$ cat src/rtl/x_phaser_out_ctl.sv
// -----------------------------------------------------------------------------
// x_phaser_out_ctl
// Control plane of the write-side (output) phaser. All logic runs on SYSCLK.
//   - fine (0..63) and coarse (0..7) saturating delay tap counters
//   - counter load (COUNTERLOADEN) and readback capture (COUNTERREADEN)
//   - OCLKDIV divided-clock generator with divider reset and edge advance
//   - OSERDESRST sequencer, released on the second cnt==0 after divider start
//
// Ports
//   SYSCLK          in   sole clock, posedge
//   RSTB            in   asynchronous active-low reset
//   FINEENABLE/INC  in   fine step request / direction (1 = up)
//   COARSEENABLE/INC in  coarse step request / direction (1 = up)
//   COUNTERLOADEN   in   load taps from COUNTERLOADVAL {coarse[2:0], fine[5:0]}
//   COUNTERREADEN   in   capture pre-edge {coarse, fine} into COUNTERREADVAL
//   DIVIDERST       in   level divider hold; parks cnt at CLKOUT_DIV-1
//   EDGEADV         in   one-cycle pulse, advances OCLKDIV phase by one cycle
//   COUNTERREADVAL  out  captured taps
//   FINEOVERFLOW    out  fine step attempted past a bound
//   COARSEOVERFLOW  out  coarse step attempted past a bound
//   OCLKDIV         out  registered divided clock
//   OSERDESRST      out  serializer reset (tied 0 when EN_OSERDES_RST="FALSE")
// -----------------------------------------------------------------------------
module x_phaser_out_ctl #(
    parameter int CLKOUT_DIV     = 4,
    parameter int FINE_DELAY     = 0,
    parameter int COARSE_DELAY   = 0,
    parameter     EN_OSERDES_RST = "FALSE"
) (
    input  logic       SYSCLK,
    input  logic       RSTB,
    input  logic       FINEENABLE,
    input  logic       FINEINC,
    input  logic       COARSEENABLE,
    input  logic       COARSEINC,
    input  logic       COUNTERLOADEN,
    input  logic [8:0] COUNTERLOADVAL,
    input  logic       COUNTERREADEN,
    input  logic       DIVIDERST,
    input  logic       EDGEADV,
    output logic [8:0] COUNTERREADVAL,
    output logic       FINEOVERFLOW,
    output logic       COARSEOVERFLOW,
    output logic       OCLKDIV,
    output logic       OSERDESRST
);

    // Elaboration-time attribute checks; an illegal value stops the build.
    if (CLKOUT_DIV < 2 || CLKOUT_DIV > 16) begin : g_bad_div
        $fatal(1, "Attribute Syntax Error : %m CLKOUT_DIV=%0d, legal 2..16", CLKOUT_DIV);
    end
    if (FINE_DELAY < 0 || FINE_DELAY > 63) begin : g_bad_fine
        $fatal(1, "Attribute Syntax Error : %m FINE_DELAY=%0d, legal 0..63", FINE_DELAY);
    end
    if (COARSE_DELAY < 0 || COARSE_DELAY > 7) begin : g_bad_coarse
        $fatal(1, "Attribute Syntax Error : %m COARSE_DELAY=%0d, legal 0..7", COARSE_DELAY);
    end
    if (EN_OSERDES_RST != "TRUE" && EN_OSERDES_RST != "FALSE") begin : g_bad_en
        $fatal(1, "Attribute Syntax Error : %m EN_OSERDES_RST, legal TRUE or FALSE");
    end

    localparam logic [4:0] DIV_W   = 5'(CLKOUT_DIV);
    localparam logic [4:0] HALF_W  = 5'(CLKOUT_DIV / 2);
    localparam logic [3:0] PARK    = 4'(CLKOUT_DIV - 1);
    localparam logic [5:0] FINE_RV = 6'(FINE_DELAY);
    localparam logic [2:0] CRS_RV  = 3'(COARSE_DELAY);

    // ------------------------------------------------------------------ taps
    logic [5:0] fine_q,   fine_d;
    logic [2:0] coarse_q, coarse_d;
    logic       fovf_q,   fovf_d;
    logic       covf_q,   covf_d;
    logic [8:0] rdval_q;

    always_comb begin
        fine_d   = fine_q;
        coarse_d = coarse_q;
        fovf_d   = fovf_q;
        covf_d   = covf_q;
        if (COUNTERLOADEN) begin
            fine_d   = COUNTERLOADVAL[5:0];
            coarse_d = COUNTERLOADVAL[8:6];
            fovf_d   = 1'b0;
            covf_d   = 1'b0;
        end else begin
            // A step into a bound is swallowed and flagged; a real move clears the flag.
            if (FINEENABLE) begin
                if (FINEINC ? (fine_q == 6'd63) : (fine_q == 6'd0)) begin
                    fovf_d = 1'b1;
                end else begin
                    fine_d = FINEINC ? fine_q + 6'd1 : fine_q - 6'd1;
                    fovf_d = 1'b0;
                end
            end
            if (COARSEENABLE) begin
                if (COARSEINC ? (coarse_q == 3'd7) : (coarse_q == 3'd0)) begin
                    covf_d = 1'b1;
                end else begin
                    coarse_d = COARSEINC ? coarse_q + 3'd1 : coarse_q - 3'd1;
                    covf_d   = 1'b0;
                end
            end
        end
    end

    always_ff @(posedge SYSCLK or negedge RSTB) begin
        if (!RSTB) begin
            fine_q   <= FINE_RV;
            coarse_q <= CRS_RV;
            fovf_q   <= 1'b0;
            covf_q   <= 1'b0;
            rdval_q  <= 9'd0;
        end else begin
            fine_q   <= fine_d;
            coarse_q <= coarse_d;
            fovf_q   <= fovf_d;
            covf_q   <= covf_d;
            // Capture uses pre-edge taps, so a same-cycle load reads the old value.
            if (COUNTERREADEN) rdval_q <= {coarse_q, fine_q};
        end
    end

    // --------------------------------------------------------------- divider
    logic [3:0] cnt_q, cnt_d;
    logic [4:0] cnt_inc, cnt_wrap;
    logic       oclk_q, oclk_d;

    // cnt < CLKOUT_DIV and step <= 2 <= CLKOUT_DIV, so one conditional subtract wraps.
    always_comb begin
        cnt_inc  = {1'b0, cnt_q} + (EDGEADV ? 5'd2 : 5'd1);
        cnt_wrap = (cnt_inc >= DIV_W) ? cnt_inc - DIV_W : cnt_inc;
        cnt_d    = DIVIDERST ? PARK : cnt_wrap[3:0];
        // Decoded from the next count so OCLKDIV lines up with cnt.
        oclk_d   = !DIVIDERST && ({1'b0, cnt_d} < HALF_W);
    end

    always_ff @(posedge SYSCLK or negedge RSTB) begin
        if (!RSTB) begin
            cnt_q  <= PARK;
            oclk_q <= 1'b0;
        end else begin
            cnt_q  <= cnt_d;
            oclk_q <= oclk_d;
        end
    end

    // ------------------------------------------------------ OSERDES reset
    logic osr_q;

    if (EN_OSERDES_RST == "TRUE") begin : g_osr
        logic zhit_q;   // first cnt==0 after release already seen

        always_ff @(posedge SYSCLK or negedge RSTB) begin
            if (!RSTB) begin
                osr_q  <= 1'b1;
                zhit_q <= 1'b0;
            end else if (DIVIDERST) begin
                osr_q  <= 1'b1;
                zhit_q <= 1'b0;
            end else if (osr_q && cnt_d == 4'd0) begin
                if (zhit_q) osr_q  <= 1'b0;
                else        zhit_q <= 1'b1;
            end
        end
    end else begin : g_no_osr
        assign osr_q = 1'b0;
    end

    assign COUNTERREADVAL = rdval_q;
    assign FINEOVERFLOW   = fovf_q;
    assign COARSEOVERFLOW = covf_q;
    assign OCLKDIV        = oclk_q;
    assign OSERDESRST     = osr_q;

endmodule

$ cat config.mk
export PLATFORM = sky130hd
export DESIGN_NAME = x_phaser_out_ctl
export DESIGN_NICKNAME = d
export VERILOG_FILES = /design/src/rtl/x_phaser_out_ctl.sv
export SDC_FILE = /design/constraint.sdc
export NUM_CORES = 1
export LEC_CHECK = 0
export CORE_MARGIN = 5
export CORE_UTILIZATION = 50
export DETAILED_ROUTE_END_ITERATION = 8
export GPL_TIMING_DRIVEN = 0
export PLACE_DENSITY_LB_ADDON = 0.12
export RECOVER_POWER = 100
export SYNTH_ARGS = -nofsm -noshare
export SYNTH_HDL_FRONTEND = slang
export SYNTH_SLANG_ARGS = --single-unit
$ cat constraint.sdc
create_clock -name SYSCLK -period 2.2 [get_ports SYSCLK]
set_input_delay 0.55 -clock SYSCLK [delete_from_list [all_inputs] [get_ports SYSCLK]]
set_output_delay 0.55 -clock SYSCLK [all_outputs]
set_load 0.01 [all_outputs]
[After elaboration in Yosys (flattened, before gate mapping)]
Index checks and enable logic that the tools add are counted.
Word-level totals
  register bits after elaboration: 25
  output and inout port bits: 13
  word-level logic and storage cells: 46
Operators by class
  add/subtract/negate cells: 6
  magnitude comparators: 2
  eq/ne operators: 4
  mux-type cells: 19
  reduce and logical (&&, ||, !) cells: 8
Operators with widths (count)
  6-bit 2-to-1 mux: 4
  3-bit 2-to-1 mux: 4
  1-bit 2-to-1 mux: 8
  4-bit 2-to-1 mux: 2
  6-bit by 1-bit adder with 6-bit output, second input constant: 1
  6-bit equality test, second input constant: 1
  6-bit logical NOT: 1
  6-bit by 1-bit subtractor with 6-bit output, second input constant: 1
  4-bit by 2-bit adder with 5-bit output: 1
  5-bit by 3-bit greater-or-equal comparator with 1-bit output, second input constant: 1
  4-bit by 2-bit less-than comparator with 1-bit output, second input constant: 1
  2-bit != test, second input constant: 2
  2-bit AND reduction: 2
  2-bit nonzero test: 2
  4-bit by 3-bit subtractor with 4-bit output, second input constant: 1
  3-bit by 1-bit adder with 3-bit output, second input constant: 1
  3-bit equality test, second input constant: 1
  3-bit logical NOT: 1
  3-bit by 1-bit subtractor with 3-bit output, second input constant: 1
  2-bit 2-to-1 mux: 1
  1-bit logical AND: 1
  1-bit logical NOT: 1

[Longest topological paths before layout]
  word-level depth: 7
  depth in mapped cells: 9
  depth with buffers taken out: 9

[Worst setup path after synthesis]
No wires, ideal clock.
  kind: in2reg
  start: input port EDGEADV
  end: register oclk_q (netlist: OCLKDIV)
  setup time: 0.119 ns
  arrival: 2.084 ns
  path slack: -0.003 ns
  stages on the path: 9
  path buffers: 0
  path through: inv_1 -> ha_1 -> inv_1 -> fa_1 -> xnor2_1 -> ha_1 -> nand3b_1 -> and3_1 -> o21ba_2
Between the ends
  longest elaborated chain between the ends: 7
  elaborated cells on any way between the ends: 8
  classes of those cells: 2 x add/sub; 2 x order compare; 3 x mux; 1 x reduce/logical
Ends and longest elaborated chain
  start, declared: line 40  | input logic EDGEADV,
  2-bit 2-to-1 mux (*): line 130  | cnt_inc = {1'b0, cnt_q} + (EDGEADV ? 5'd2 : 5'd1);
  4-bit by 2-bit adder with 5-bit output (*): line 130
  4-bit by 3-bit subtractor with 4-bit output or 5-bit by 3-bit greater-or-equal comparator with 1-bit output (tied branches): line 131  | cnt_wrap = (cnt_inc >= DIV_W) ? cnt_inc - DIV_W : cnt_inc;
  4-bit 2-to-1 mux (*): line 131
  4-bit 2-to-1 mux (*): line 132  | cnt_d = DIVIDERST ? PARK : cnt_wrap[3:0];
  4-bit by 2-bit less-than comparator with 1-bit output (*): line 134  | oclk_d = !DIVIDERST && ({1'b0, cnt_d} < HALF_W);
  1-bit logical AND (*): line 134
  named net oclk_d: line 126  | logic oclk_q, oclk_d;
  end signal, assigned: line 143  | oclk_q <= oclk_d;
  end, declared: line 126
The timed path passes the listed nets; every way through them passes the cells marked *.
A chain may end at the register's enable or synchronous reset.

[Worst setup path after layout]
  start: input port COARSEINC
  end: register coarse_q[2]
Between the ends
  longest elaborated chain between the ends: 4
  elaborated cells on any way between the ends: 7
  classes of those cells: 1 x eq/ne; 5 x mux; 1 x reduce/logical
Ends and longest elaborated chain
  start, declared: line 35  | input logic COARSEINC,
  3-bit 2-to-1 mux: line 99  | coarse_d = COARSEINC ? coarse_q + 3'd1 : coarse_q - 3'd1;
  3-bit 2-to-1 mux: line 96  | if (COARSEINC ? (coarse_q == 3'd7) : (coarse_q == 3'd0)) begin
  3-bit 2-to-1 mux: line 95  | if (COARSEENABLE) begin
  3-bit 2-to-1 mux: line 80  | if (COUNTERLOADEN) begin
  end signal, assigned: line 115  | coarse_q <= coarse_d;
  end, declared: line 70  | logic [2:0] coarse_q, coarse_d;
Parallel ways exist; a longest one is shown, timed or not. The select of a mux whose other input is x is not followed.

==> implementation parameters <==
Parameter                              Value

Status
  Result of the run    complete, no violations

Worst setup path
  Startpoint of the worst register-to-register path    cnt_q[0]
  End of the worst register-to-register path    OCLKDIV
  Buffers and inverters on the worst path    1
  Kind of end point of the critical path    flip-flop
  Cell type of the slowest stage on the worst timing path    or4_1
  CP max stage delay    0.55 ns
  CP arrival    2.37 ns
  Register-to-Register Setup Slack    between 0.1 and 0.15 ns
  CP startpoint    COARSEINC
  Category of the critical setup timing path    in -> reg
  Worst r2r path cells    8
  Sequence of cells on the critical path    clkdlybuf4s50_1 -> or4_1 -> a31oi_2 -> nor2_1 -> o21ai_0 -> o221a_2
  Critical Path Start Type    input port
  Maximum net fanout on the critical path    6
  Crit-path leading delay family    compound AO/OA/AOI/OAI gates
  Required @ worst endpoint    about 2.5 ns

Clock network
  CTS root buffer    clkbuf_4
  Clock transition time at the flip-flop clock pins of the worst setup and hold paths    0.13 ns
  Count of hold buffers inserted by post-cts repair    0
  Number of buffers on the longest clock path    2
  TritonCTS Buffers    3
  Insertion delay to the later sink of the worst-skew pair    0.32 ns
  Clock tree from TritonCTS    yes
  Clock sink count    25
  Max H-tree Level    1

Synth
  Nets in the synthesized netlist    160
  Yosys top cell area share    between 40% and 50%
  Dominant cell by count in the synthesized netlist    dfrtp_1
  Fraction of synthesized cell area in xor and xnor cells    between 3 and 4%
  Synth unique cells    37
  Largest cells by area after synthesis    dfrtp_1 (40%), mux2_2 (7.1%), ha_1 (6.1%)
  Synth area leader    dfrtp_1
  Count of flip-flops with a built-in enable after synthesis    0
  Gate count after technology mapping    roughly 130
  Mean Syn Cell Area    11.0 um2
  Basic-gate share of the synthesized area counting and, or, nand and nor cells    13.7%
  Commonest cells post-synth    dfrtp_1 (23), mux2_2 (9), inv_1 (8)
  Warning count from the yosys run    0
  Area of the mapped netlist    0.00144 mm2
  Most used flip-flop cell after synthesis    dfrtp_1
  Fraction of synthesis flops using an asynchronous set or reset pin    100%
  Arithmetic-cell share of the synthesized area counting full adders, half adders and majority gates    10.3%
  Dominant combinational cell family by area after synthesis    simple AND/OR/NAND/NOR gates
  Sequential fraction of the synthesis area    43.8%
  Seq cells post-synth    25
  Multiplexer share of the synthesized area    approximately 13%
  Compound-Gate Fraction of Synth Area    12.0%

Worst hold path
  WHS Endpoint    COUNTERREADVAL[8]
  Hold Path Origin    COUNTERREADVAL[8]
  Depth of the worst hold-timing path    1
  Hold Crit Class    reg -> reg

Routing
  Antenna Nets Post-Route    0
  Count of unresolved DRC violations after routing    0
  Total length of routed wires    2.91 mm
  Count of TritonRoute iterations in the first routing pass    4
  Detailed-route via count    1,131
  1st-iter DRT viols    37
  Wire length per cell    14.8 um
  Via density per instance    5.74

GRT
  Pin count of the biggest net entering global routing    26
  Vias in the first global route    1,110
  First-pass GRT wire length    5.04 mm
  Met2 routing resource usage after global routing    25.3%
  Grt total ovfl    0
  Total Routing Usage GR    15.3%
  Layer with the highest usage    met2
  Number of antenna violations at the first check in global routing    0
  Met1 Usage GRT    a little under a fifth
  Routing usage on met3    5.51%

Job
  Max-cap violations    0

STA
  Final Setup Violations    0
  Setup repair after global routing missed its margin    no
  Max Fclk    475 MHz
  Final hold violation count    0
  Tcrit/Tclk final    95.8%
  Max-slew violation total from the final report    0
  Final worst path period need    2.11 ns
  Headroom to the max-slew limit    between 20% and 30%
  Post-route clock skew    0.00255 ns
  Worst Tran Pin Value    1.09 ns

Placement
  # placed instances    191
  Gp weighted congestion    0.840
  Total of buffers placed on input and output ports    29
  Standard cell area after detailed placement    0.00176 mm2
  Detailed placer's ending HPWL    2.23 mm

Pwr
  Pleak    0.795 nW
  P per Cell Area    ~920 mW/mm2
  Maximum vdd drop    0.752 mV

Die
  Initial cell density of the core    ~52%
  Floorplan core area    ~0.0028 mm2
  Total I/O pin count    32
  Rows    19
  Overall die height    63.6 um
  Area enclosed by the die boundary    0.00404 mm2
  Chip width    63.6 um

Finish
  Area added between synthesis and finish    27.3%
  Antenna Diode Count    0
  Final Cell Area    0.00183 mm2
  Net count, final    196
  Share of final-layout standard cells stronger than drive strength 1    17.5%
  Number of non-filler instances in the completed layout    197
## how the worst max path moves through the flow
stage	to	slack, ns	depth (start not counted)
floorplan	OCLKDIV	0.01	9
global placement	OCLKDIV	-0.56	10
detailed placement	OCLKDIV	-0.57	10
CTS	fine_q[4]	0.01	8
global route	coarse_q[2]	0.02	6
finish	coarse_q[2]	0.09	6
## per-stage QoR
stage	setup slack (ns)	total power, W	setup TNS (ns)	hold WS [ns]	utilization [%]
after detailed placement	-0.569	0.00146	-3.04	0.496	64.0
after floorplan	0.0147	0.00118	0	0.254	-
after global routing	0.0245	0.00182	0	0.543	66.2
after global placement	-0.556	0.00143	-2.76	0.487	64.0
final	0.0931	0.00168	0	0.515	66.2
after CTS	0.0118	0.00171	0	0.526	66.2
## layer usage
layer	wire (um)	share of wire, %
met5	0	0
met4	23	0.79
met3	186	6.4
met2	1450	50
met1	1250	43
## worst reg2reg max path, cell delays in order (launching register included)
cell	delay, ns
dfstp_2	0.54
ha_1	0.16
inv_1	0.07
fa_2	0.39
xnor2_2	0.19
ha_1	0.17
nand3b_1	0.07
and3_4	0.18
o21ba_2	0.20
## repair_timing
item / CTS / global route
setup buffers: 2 / 0
endpoints found under the hold margin: 0 / 0
pin swaps: 2 / 1
setup endpoints to repair: 5 / 2
resized for setup: 8 / 3
## where the power goes
| part | total, W | internal, W | switching (W) |
|---|---|---|---|
| clock network | 0.000204 | 0.0000681 | 0.000136 |
| registers | 0.000722 | 0.000599 | 0.000123 |
| logic | 0.000750 | 0.000431 | 0.000319 |
## cells in the final DEF (no fill, tap or decap), types with 2 or more instances in the layout
cell type         n
nand4_1           2
nor2_1            7
nand2b_1          2
inv_1             6
clkdlybuf4s50_1  14
fa_1              2
buf_4             3
a21o_1            2
clkbuf_1          2
nor2b_1           4
dfstp_2           2
o21ai_0           6
mux2_2            9
dfrtp_1          23
or4_1             2
nor3_1            6
a21oi_1           5
dlygate4sd3_1    13
mux2i_1           7
a211oi_1          4
xnor2_1           4
nand2_1           7
clkbuf_4          3
ha_1              6
## flip-flops by register name (all words and copies together) (netlist names)
register and cells:
COUNTERREADVAL 9, COARSEOVERFLOW 1, cnt_q 4, OCLKDIV 1, fine_q 6, FINEOVERFLOW 1, coarse_q 3
## kinds of logic after synthesis
family | after synthesis
and+or+nand+nor | 37
DFF | 25
AOI/OAI and AO/OA | 24
muxes | 17
buffers and inverters | 12
adders and majority gates | 10
xor gates and xnor gates | 5
other | 1
## area by class of cell
cell class | instances | area [um2]
tap | 31 | 38.8
timing repair buffer | 31 | 307
clock buffer | 3 | 22.5
fill | 220 | 931
multi-input combinational | 94 | 767
buffer | 4 | 26.3
clock inverter | 1 | 5.00
inverter | 8 | 32.5
sequential | 25 | 628
Note: power is estimated with default switching activity, not from simulation.
